<file path="src/rtl/mips_mem_pkg.sv">
// Shared data-memory definitions: access size encodings, controller states and lane helpers.
package mips_mem_pkg;

    localparam logic [1:0] SIZE_B = 2'd0;
    localparam logic [1:0] SIZE_H = 2'd1;
    localparam logic [1:0] SIZE_W = 2'd2;

    typedef enum logic [1:0] {
        ST_IDLE = 2'd0,
        ST_WAIT = 2'd1,
        ST_DONE = 2'd2
    } mem_state_e;

    // Store byte-lane enables; reserved size 3 behaves as a word.
    function automatic logic [3:0] be_of(input logic [1:0] size, input logic [1:0] off);
        logic [3:0] be;
        be = 4'b1111;
        case (size)
            SIZE_B:  be = 4'b0001 << off;
            SIZE_H:  be = off[1] ? 4'b1100 : 4'b0011;
            default: be = 4'b1111;
        endcase
        return be;
    endfunction

    function automatic logic misaligned(input logic [1:0] size, input logic [1:0] off);
        logic mis;
        mis = 1'b0;
        case (size)
            SIZE_B:  mis = 1'b0;
            SIZE_H:  mis = off[0];
            default: mis = |off;
        endcase
        return mis;
    endfunction

    function automatic logic [31:0] store_lanes(input logic [1:0] size, input logic [31:0] wdata);
        logic [31:0] lanes;
        lanes = wdata;
        case (size)
            SIZE_B:  lanes = {4{wdata[7:0]}};
            SIZE_H:  lanes = {2{wdata[15:0]}};
            default: lanes = wdata;
        endcase
        return lanes;
    endfunction

endpackage

</file>
<file path="src/rtl/dmem_stall_ctrl_if.sv">
// Data-memory req/ack bus between the MEM-stage controller (master) and memory (slave).
interface dmem_stall_ctrl_if;

    logic        req;
    logic        we;
    logic [31:0] addr;
    logic [3:0]  be;
    logic [31:0] wdata;
    logic        ack;
    logic [31:0] rdata;

    modport master (
        output req,
        output we,
        output addr,
        output be,
        output wdata,
        input  ack,
        input  rdata
    );

    modport slave (
        input  req,
        input  we,
        input  addr,
        input  be,
        input  wdata,
        output ack,
        output rdata
    );

endinterface

</file>
<file path="src/rtl/mem_load_align.sv">
// Combinational load alignment: picks the addressed byte/half and zero/sign extends it.
module mem_load_align
    import mips_mem_pkg::*;
(
    input  logic [31:0] rdata,
    input  logic [1:0]  off,
    input  logic [1:0]  size,
    input  logic        sext,
    output logic [31:0] result
);

    logic [7:0]  byte_sel;
    logic [15:0] half_sel;

    always_comb begin
        byte_sel = rdata[7:0];
        case (off)
            2'd0:    byte_sel = rdata[7:0];
            2'd1:    byte_sel = rdata[15:8];
            2'd2:    byte_sel = rdata[23:16];
            default: byte_sel = rdata[31:24];
        endcase
        half_sel = off[1] ? rdata[31:16] : rdata[15:0];
    end

    always_comb begin
        result = rdata;
        case (size)
            SIZE_B:  result = {{24{sext & byte_sel[7]}}, byte_sel};
            SIZE_H:  result = {{16{sext & half_sel[15]}}, half_sel};
            default: result = rdata;
        endcase
    end

endmodule

</file>
<file path="src/rtl/dmem_stall_ctrl.sv">
// MEM-stage data-memory access controller: issues bus requests, stalls the pipeline until
// completion or timeout, and aligns load data / steers store lanes.
module dmem_stall_ctrl
    import mips_mem_pkg::*;
#(
    parameter int unsigned TIMEOUT = 16
) (
    input  logic              clk,
    input  logic              rst_n,
    input  logic              mem_read_MEM,
    input  logic              mem_write_MEM,
    input  logic [1:0]        size_MEM,
    input  logic              sext_MEM,
    input  logic [31:0]       addr_MEM,
    input  logic [31:0]       wdata_MEM,
    dmem_stall_ctrl_if.master bus,
    output logic [31:0]       rdata_MEM,
    output logic              mem_stall_MEM,
    output logic              misalign_MEM,
    output logic              bus_err_MEM
);

    localparam int unsigned       CNT_W    = $clog2(TIMEOUT + 1);
    localparam logic [CNT_W-1:0] CNT_LAST = CNT_W'(TIMEOUT - 1);

    mem_state_e       state_q, state_d;
    logic [CNT_W-1:0] cnt_q, cnt_d;
    logic             req_q, req_d;
    logic             we_q, we_d;
    logic [31:0]      addr_q, addr_d;
    logic [3:0]       be_q, be_d;
    logic [31:0]      wdata_q, wdata_d;
    logic [31:0]      rdata_q, rdata_d;
    logic             err_q, err_d;
    logic [1:0]       ld_off_q, ld_off_d;
    logic [1:0]       ld_size_q, ld_size_d;
    logic             ld_sext_q, ld_sext_d;

    logic [1:0]  off;
    logic        access;
    logic [31:0] aligned;

    assign off          = addr_MEM[1:0];
    assign misalign_MEM = misaligned(size_MEM, off);
    assign access       = (mem_read_MEM | mem_write_MEM) & ~misalign_MEM;

    // Alignment uses the attributes latched at issue, independent of the MEM-stage inputs.
    mem_load_align u_load_align (
        .rdata  (bus.rdata),
        .off    (ld_off_q),
        .size   (ld_size_q),
        .sext   (ld_sext_q),
        .result (aligned)
    );

    always_comb begin
        state_d   = state_q;
        cnt_d     = cnt_q;
        req_d     = req_q;
        we_d      = we_q;
        addr_d    = addr_q;
        be_d      = be_q;
        wdata_d   = wdata_q;
        rdata_d   = rdata_q;
        err_d     = err_q;
        ld_off_d  = ld_off_q;
        ld_size_d = ld_size_q;
        ld_sext_d = ld_sext_q;

        unique case (state_q)
            ST_IDLE: begin
                if (access) begin
                    state_d   = ST_WAIT;
                    cnt_d     = '0;
                    req_d     = 1'b1;
                    we_d      = mem_write_MEM;
                    addr_d    = {addr_MEM[31:2], 2'b00};
                    be_d      = mem_write_MEM ? be_of(size_MEM, off) : 4'b1111;
                    wdata_d   = store_lanes(size_MEM, wdata_MEM);
                    ld_off_d  = off;
                    ld_size_d = size_MEM;
                    ld_sext_d = sext_MEM;
                end
            end
            ST_WAIT: begin
                // An ack coinciding with the last allowed cycle wins over the timeout.
                if (bus.ack) begin
                    state_d = ST_DONE;
                    req_d   = 1'b0;
                    if (!we_q) begin
                        rdata_d = aligned;
                    end
                end else if (cnt_q == CNT_LAST) begin
                    state_d = ST_DONE;
                    req_d   = 1'b0;
                    err_d   = 1'b1;
                end else begin
                    cnt_d = cnt_q + CNT_W'(1);
                end
            end
            ST_DONE: begin
                state_d = ST_IDLE;
                err_d   = 1'b0;
            end
            default: begin
                state_d = ST_IDLE;
            end
        endcase
    end

    always_ff @(posedge clk or negedge rst_n) begin
        if (!rst_n) begin
            state_q   <= ST_IDLE;
            cnt_q     <= '0;
            req_q     <= 1'b0;
            we_q      <= 1'b0;
            addr_q    <= '0;
            be_q      <= '0;
            wdata_q   <= '0;
            rdata_q   <= '0;
            err_q     <= 1'b0;
            ld_off_q  <= '0;
            ld_size_q <= '0;
            ld_sext_q <= 1'b0;
        end else begin
            state_q   <= state_d;
            cnt_q     <= cnt_d;
            req_q     <= req_d;
            we_q      <= we_d;
            addr_q    <= addr_d;
            be_q      <= be_d;
            wdata_q   <= wdata_d;
            rdata_q   <= rdata_d;
            err_q     <= err_d;
            ld_off_q  <= ld_off_d;
            ld_size_q <= ld_size_d;
            ld_sext_q <= ld_sext_d;
        end
    end

    assign bus.req   = req_q;
    assign bus.we    = we_q;
    assign bus.addr  = addr_q;
    assign bus.be    = be_q;
    assign bus.wdata = wdata_q;

    assign rdata_MEM     = rdata_q;
    assign bus_err_MEM   = err_q;
    assign mem_stall_MEM = ((state_q == ST_IDLE) & access) | (state_q == ST_WAIT);

endmodule

</file>
<file path="src/flat_wrapper.sv">
// flat-port wrapper written by rule: the top's interface ports become plain ports
module dmem_stall_ctrl_flat import mips_mem_pkg::*;
#(
    parameter int unsigned TIMEOUT = 16
)
  (clk, rst_n, mem_read_MEM, mem_write_MEM, size_MEM, sext_MEM, addr_MEM, wdata_MEM, rdata_MEM, mem_stall_MEM, misalign_MEM, bus_err_MEM, bus_req, bus_we, bus_addr, bus_be, bus_wdata, bus_ack, bus_rdata);
  dmem_stall_ctrl_if bus_i ();
  input  logic clk;
  input  logic rst_n;
  input  logic mem_read_MEM;
  input  logic mem_write_MEM;
  input  logic [1:0] size_MEM;
  input  logic sext_MEM;
  input  logic [31:0] addr_MEM;
  input  logic [31:0] wdata_MEM;
  output logic [31:0] rdata_MEM;
  output logic mem_stall_MEM;
  output logic misalign_MEM;
  output logic bus_err_MEM;
  output wire logic [$bits(bus_i.req)-1:0] bus_req;
  output wire logic [$bits(bus_i.we)-1:0] bus_we;
  output wire logic [$bits(bus_i.addr)-1:0] bus_addr;
  output wire logic [$bits(bus_i.be)-1:0] bus_be;
  output wire logic [$bits(bus_i.wdata)-1:0] bus_wdata;
  input wire logic [$bits(bus_i.ack)-1:0] bus_ack;
  input wire logic [$bits(bus_i.rdata)-1:0] bus_rdata;
  assign bus_req = bus_i.req;
  assign bus_we = bus_i.we;
  assign bus_addr = bus_i.addr;
  assign bus_be = bus_i.be;
  assign bus_wdata = bus_i.wdata;
  assign bus_i.ack = bus_ack;
  assign bus_i.rdata = bus_rdata;
  dmem_stall_ctrl #(.TIMEOUT(TIMEOUT)) u_core (.clk(clk), .rst_n(rst_n), .mem_read_MEM(mem_read_MEM), .mem_write_MEM(mem_write_MEM), .size_MEM(size_MEM), .sext_MEM(sext_MEM), .addr_MEM(addr_MEM), .wdata_MEM(wdata_MEM), .bus(bus_i), .rdata_MEM(rdata_MEM), .mem_stall_MEM(mem_stall_MEM), .misalign_MEM(misalign_MEM), .bus_err_MEM(bus_err_MEM));
endmodule
</file>
<file path="config.mk">
export PLATFORM = sky130hd
export DESIGN_NAME = dmem_stall_ctrl_flat
export DESIGN_NICKNAME = d
export VERILOG_FILES = /design/src/rtl/mips_mem_pkg.sv /design/src/rtl/dmem_stall_ctrl_if.sv /design/src/rtl/mem_load_align.sv /design/src/rtl/dmem_stall_ctrl.sv /design/src/flat_wrapper.sv
export SDC_FILE = /design/constraint.sdc
export NUM_CORES = 1
export LEC_CHECK = 0
export BUFFER_PORTS_ARGS = -buffer_cell sky130_fd_sc_hd__buf_2
export CORE_MARGIN = 2
export CORE_UTILIZATION = 52
export CTS_CLUSTER_DIAMETER = 50
export DETAILED_ROUTE_END_ITERATION = 8
export PLACE_DENSITY = 0.85
export SYNTH_ARGS = -nofsm -noshare
export SYNTH_HDL_FRONTEND = slang
export SYNTH_SLANG_ARGS = --single-unit
</file>
<file path="constraint.sdc">
create_clock -name clk -period 3.5 [get_ports clk]
set_input_delay 0.175 -clock clk [delete_from_list [all_inputs] [get_ports clk]]
set_output_delay 0.175 -clock clk [all_outputs]
set_load 0.005 [all_outputs]
</file>
==> summary.txt <==
Timing
  • Fin Setup TNS: 0 ns
  • WHS: 0.00733 ns
  • Endpoints failing hold: 0
  • Peak Freq: 0.398 GHz
  • RSZ-0062 raised after global routing: no
  • Max-slew violations: 0
  • Relative slew margins: 17.5%
  • Fin crit share: 71.7%
  • Worst-Margin Slew: 1.24 ns
  • Final Setup Violations: 0
  • Setup Skew: ~0.0093 ns
  • Clock period minus worst slack: 2.51 ns

Logic synthesis
  • Synth top area share: 54.9%
  • Synth warn: 0
  • EDFF count, synth: 0
  • Post-synthesis cell count: 473
  • Ys flop type: dfrtp_1
  • Flop and latch count out of synthesis: 113
  • Unique cell type count in the Yosys netlist: 43
  • Mapped Area: 5150 sq um
  • Cell taking the most area after synthesis: dfrtp_1
  • Ys async rst share: 100%
  • Top post-synthesis cells by area: dfrtp_1 55%, mux2_2 9.2%, mux2i_1 6.6%
  • Seq/Total Area, Yosys: around 55%
  • Syn_area_per_cell: 10.9 sq um

Power
  • Leakage: ~3.6 nW
  • Power, Total: 6.47 mW
  • Worst vdd ir: 0.562 mV
  • Pwr Density: approximately 860 nW/um^2

Clock network
  • Root buffer cell: clkbuf_8
  • Total clock sinks: 113
  • CTS tree: yes
  • Clk_lat worst skew: 0.52 ns
  • Post-CTS Setup Repair Bufs: 0
  • Clock tree buffer depth: 2
  • Worst-path clk slew: 0.06 ns
  • Htree depth: 4
  • Total CTS buffers: 17

Global route
  • Total gr overflow: 0
  • Pin count of the biggest net entering global routing: 91
  • Antenna violations before repair: 0
  • Gr usage total: 33.1%
  • Vias in the first global route: 5190
  • Global-route wire length before repair: 27500 microns

Worst setup path
  • Setup crit end kind: primary output
  • Crit path DAT: approximately 2.3 ns
  • Cells along the critical path: dlygate4sd3_1 -> buf_2 -> o21a_1 -> or4_1 -> nand2_1 -> buf_2
  • CP Launch Type: input port
  • Cell mode on critical path: buf_2
  • Worst endpoint required time: 3.32 ns
  • Worst Path Max Fanout: 14
  • Critical-path top delay cell: or4_1
  • Max incr delay on CP: 0.85 ns
  • Critical path class: in2out

Worst hold path
  • Hold WC Path Type: in2reg

Drt
  • Avg Vias per Cell: 5.61
  • DRC violations left: 0
  • Total number of vias: 4980
  • ANT nets after route: 0
  • Final wirelength: 17400 microns
  • Routed WL per cell: 19.6 microns
  • First-pass DRT Iterations: 5
  • DRT iter0 DRCs: ~400

Floorplan
  • Die W: 104 microns
  • Die height: around 100 microns
  • # IOs: 209
  • Die Footprint: 10700 sq um
  • Core Region: 9680 sq um
  • Row Count: 36
  • Initial Util: 53.2%

Cells and area
  • N_diodes: 0
  • Commonest non-fill, non-tap cell in the layout: buf_2
  • Most frequent cells in the layout: 205 x buf_2, 113 x dfrtp_1, 72 x dlygate4sd3_1
  • P&R area growth vs syn: 46.5%
  • Nets: 849
  • Layout cells sized above 1: around two fifths

Outcome
  • Status: completed

Flow run
  • Max Cap Viol: 0

Place
  • Port bufs: 206
  • Final RePlAce weighted congestion: 0.912
  • HPWL Detailed: approximately 10000 microns
==> registers in the layout (all words and copies together), names as in the netlist, 2 cells and up <==
signal / count
u_core.bus.addr: 30
u_core.bus.be: 4
u_core.bus.wdata: 32
u_core.cnt_q: 5
u_core.ld_off_q: 2
u_core.ld_size_q: 2
u_core.rdata_MEM: 32
u_core.state_q: 2
==> critical path, delay by kind of cell <==
family,cells,cell delay [ns]
AO/OA/AOI/OAI,1,0.24
AND/OR/NAND/NOR,2,1.07
buffers and inverters,3,0.85
==> stage by stage <==
| stage | setup WS, ns | util (%) | instance area, sq um | cells |
|---|---|---|---|---|
| 2_1_floorplan | 1.53 | - | 5150 | 474 |
| 3_3_place_gp | 1.21 | 64.5 | 6250 | 785 |
| 3_5_place_dp | 1.13 | 64.5 | 6250 | 785 |
| 4_1_cts | 1.02 | 77.9 | 7550 | 888 |
| 5_1_grt | 0.891 | 77.9 | 7550 | 888 |
| 6_report | 0.990 | 77.9 | 7550 | 888 |
==> synthesized netlist by cell type (2+ instances only) <==
| cell type | count |
|---|---|
| dfrtp_1 | 113 |
| a21oi_1 | 63 |
| nor2_1 | 50 |
| nand2_1 | 44 |
| mux2_2 | 42 |
| mux2i_1 | 34 |
| o21ai_0 | 19 |
| buf_2 | 14 |
| clkbuf_1 | 12 |
| or3_1 | 9 |
| a221oi_1 | 8 |
| o31ai_1 | 7 |
| a311oi_1 | 6 |
| inv_1 | 5 |
| a31oi_1 | 4 |
| mux2_4 | 4 |
| o21a_1 | 4 |
| buf_1 | 3 |
| and3_1 | 2 |
| buf_4 | 2 |
| buf_6 | 2 |
| ha_1 | 2 |
| nor2b_1 | 2 |
| o21bai_1 | 2 |
| xor2_1 | 2 |
==> kinds of logic after synthesis <==
kind of cell	count (synthesis)	share of synthesized area [%]
compound gates	119	13.6
simple gates	117	10.0
flops	113	54.9
mux	80	17.0
buf+inv	39	3.62
fa+ha+maj	2	0.486
xor+xnor	2	0.340
other cells	1	0.0728
==> power by group <==
group          internal (mW)  switching, mW  total (mW)
Clock                   1.08          0.611        1.69
Combinational           1.14           1.19        2.33
Sequential              1.95          0.495        2.44
==> metal layers <==
layer	global-route usage, %	wire length, microns	vias to the layer above
li1	-	-	2211
met1	38.0	6520	2432
met2	57.7	8940	291
met3	9.50	1430	46
met4	14.6	544	0
met5	0	0	-
==> final cells by class <==
class | count | area (sq um)
clock buffer | 22 | 473
clock inverter | 9 | 106
fill | 568 | 2140
inverter | 6 | 22.5
multi-input combinational | 322 | 2150
sequential | 113 | 2830
tap | 133 | 166
timing repair buffer | 283 | 1800
==> final timing paths <==
path / startpoint / endpoint / slack [ns] / cells past startpoint
max: addr_MEM[0] / mem_stall_MEM / 0.99 / 6
min: bus_rdata[3] / u_core.rdata_MEM[3] / 0.007 / 3
max in group asynchronous: rst_n / u_core.bus.addr[24] / 2.26 / 3
max reg2reg: u_core.ld_size_q[1] / u_core.rdata_MEM[7] / 1.04 / 4
min in group asynchronous: rst_n / u_core.rdata_MEM[10] / 0.38 / 2
min reg2reg: u_core.rdata_MEM[2] / u_core.rdata_MEM[2] / 0.47 / 2
==> what timing repair did <==
action | 4_1_cts | 5_1_grt
hold endpoints to repair | 150 | 0
resized for setup | 0 | 0
hold buffers | 72 | 0
setup endpoints to repair | 0 | 0
No activity file was read; power rests on OpenSTA's default activity.
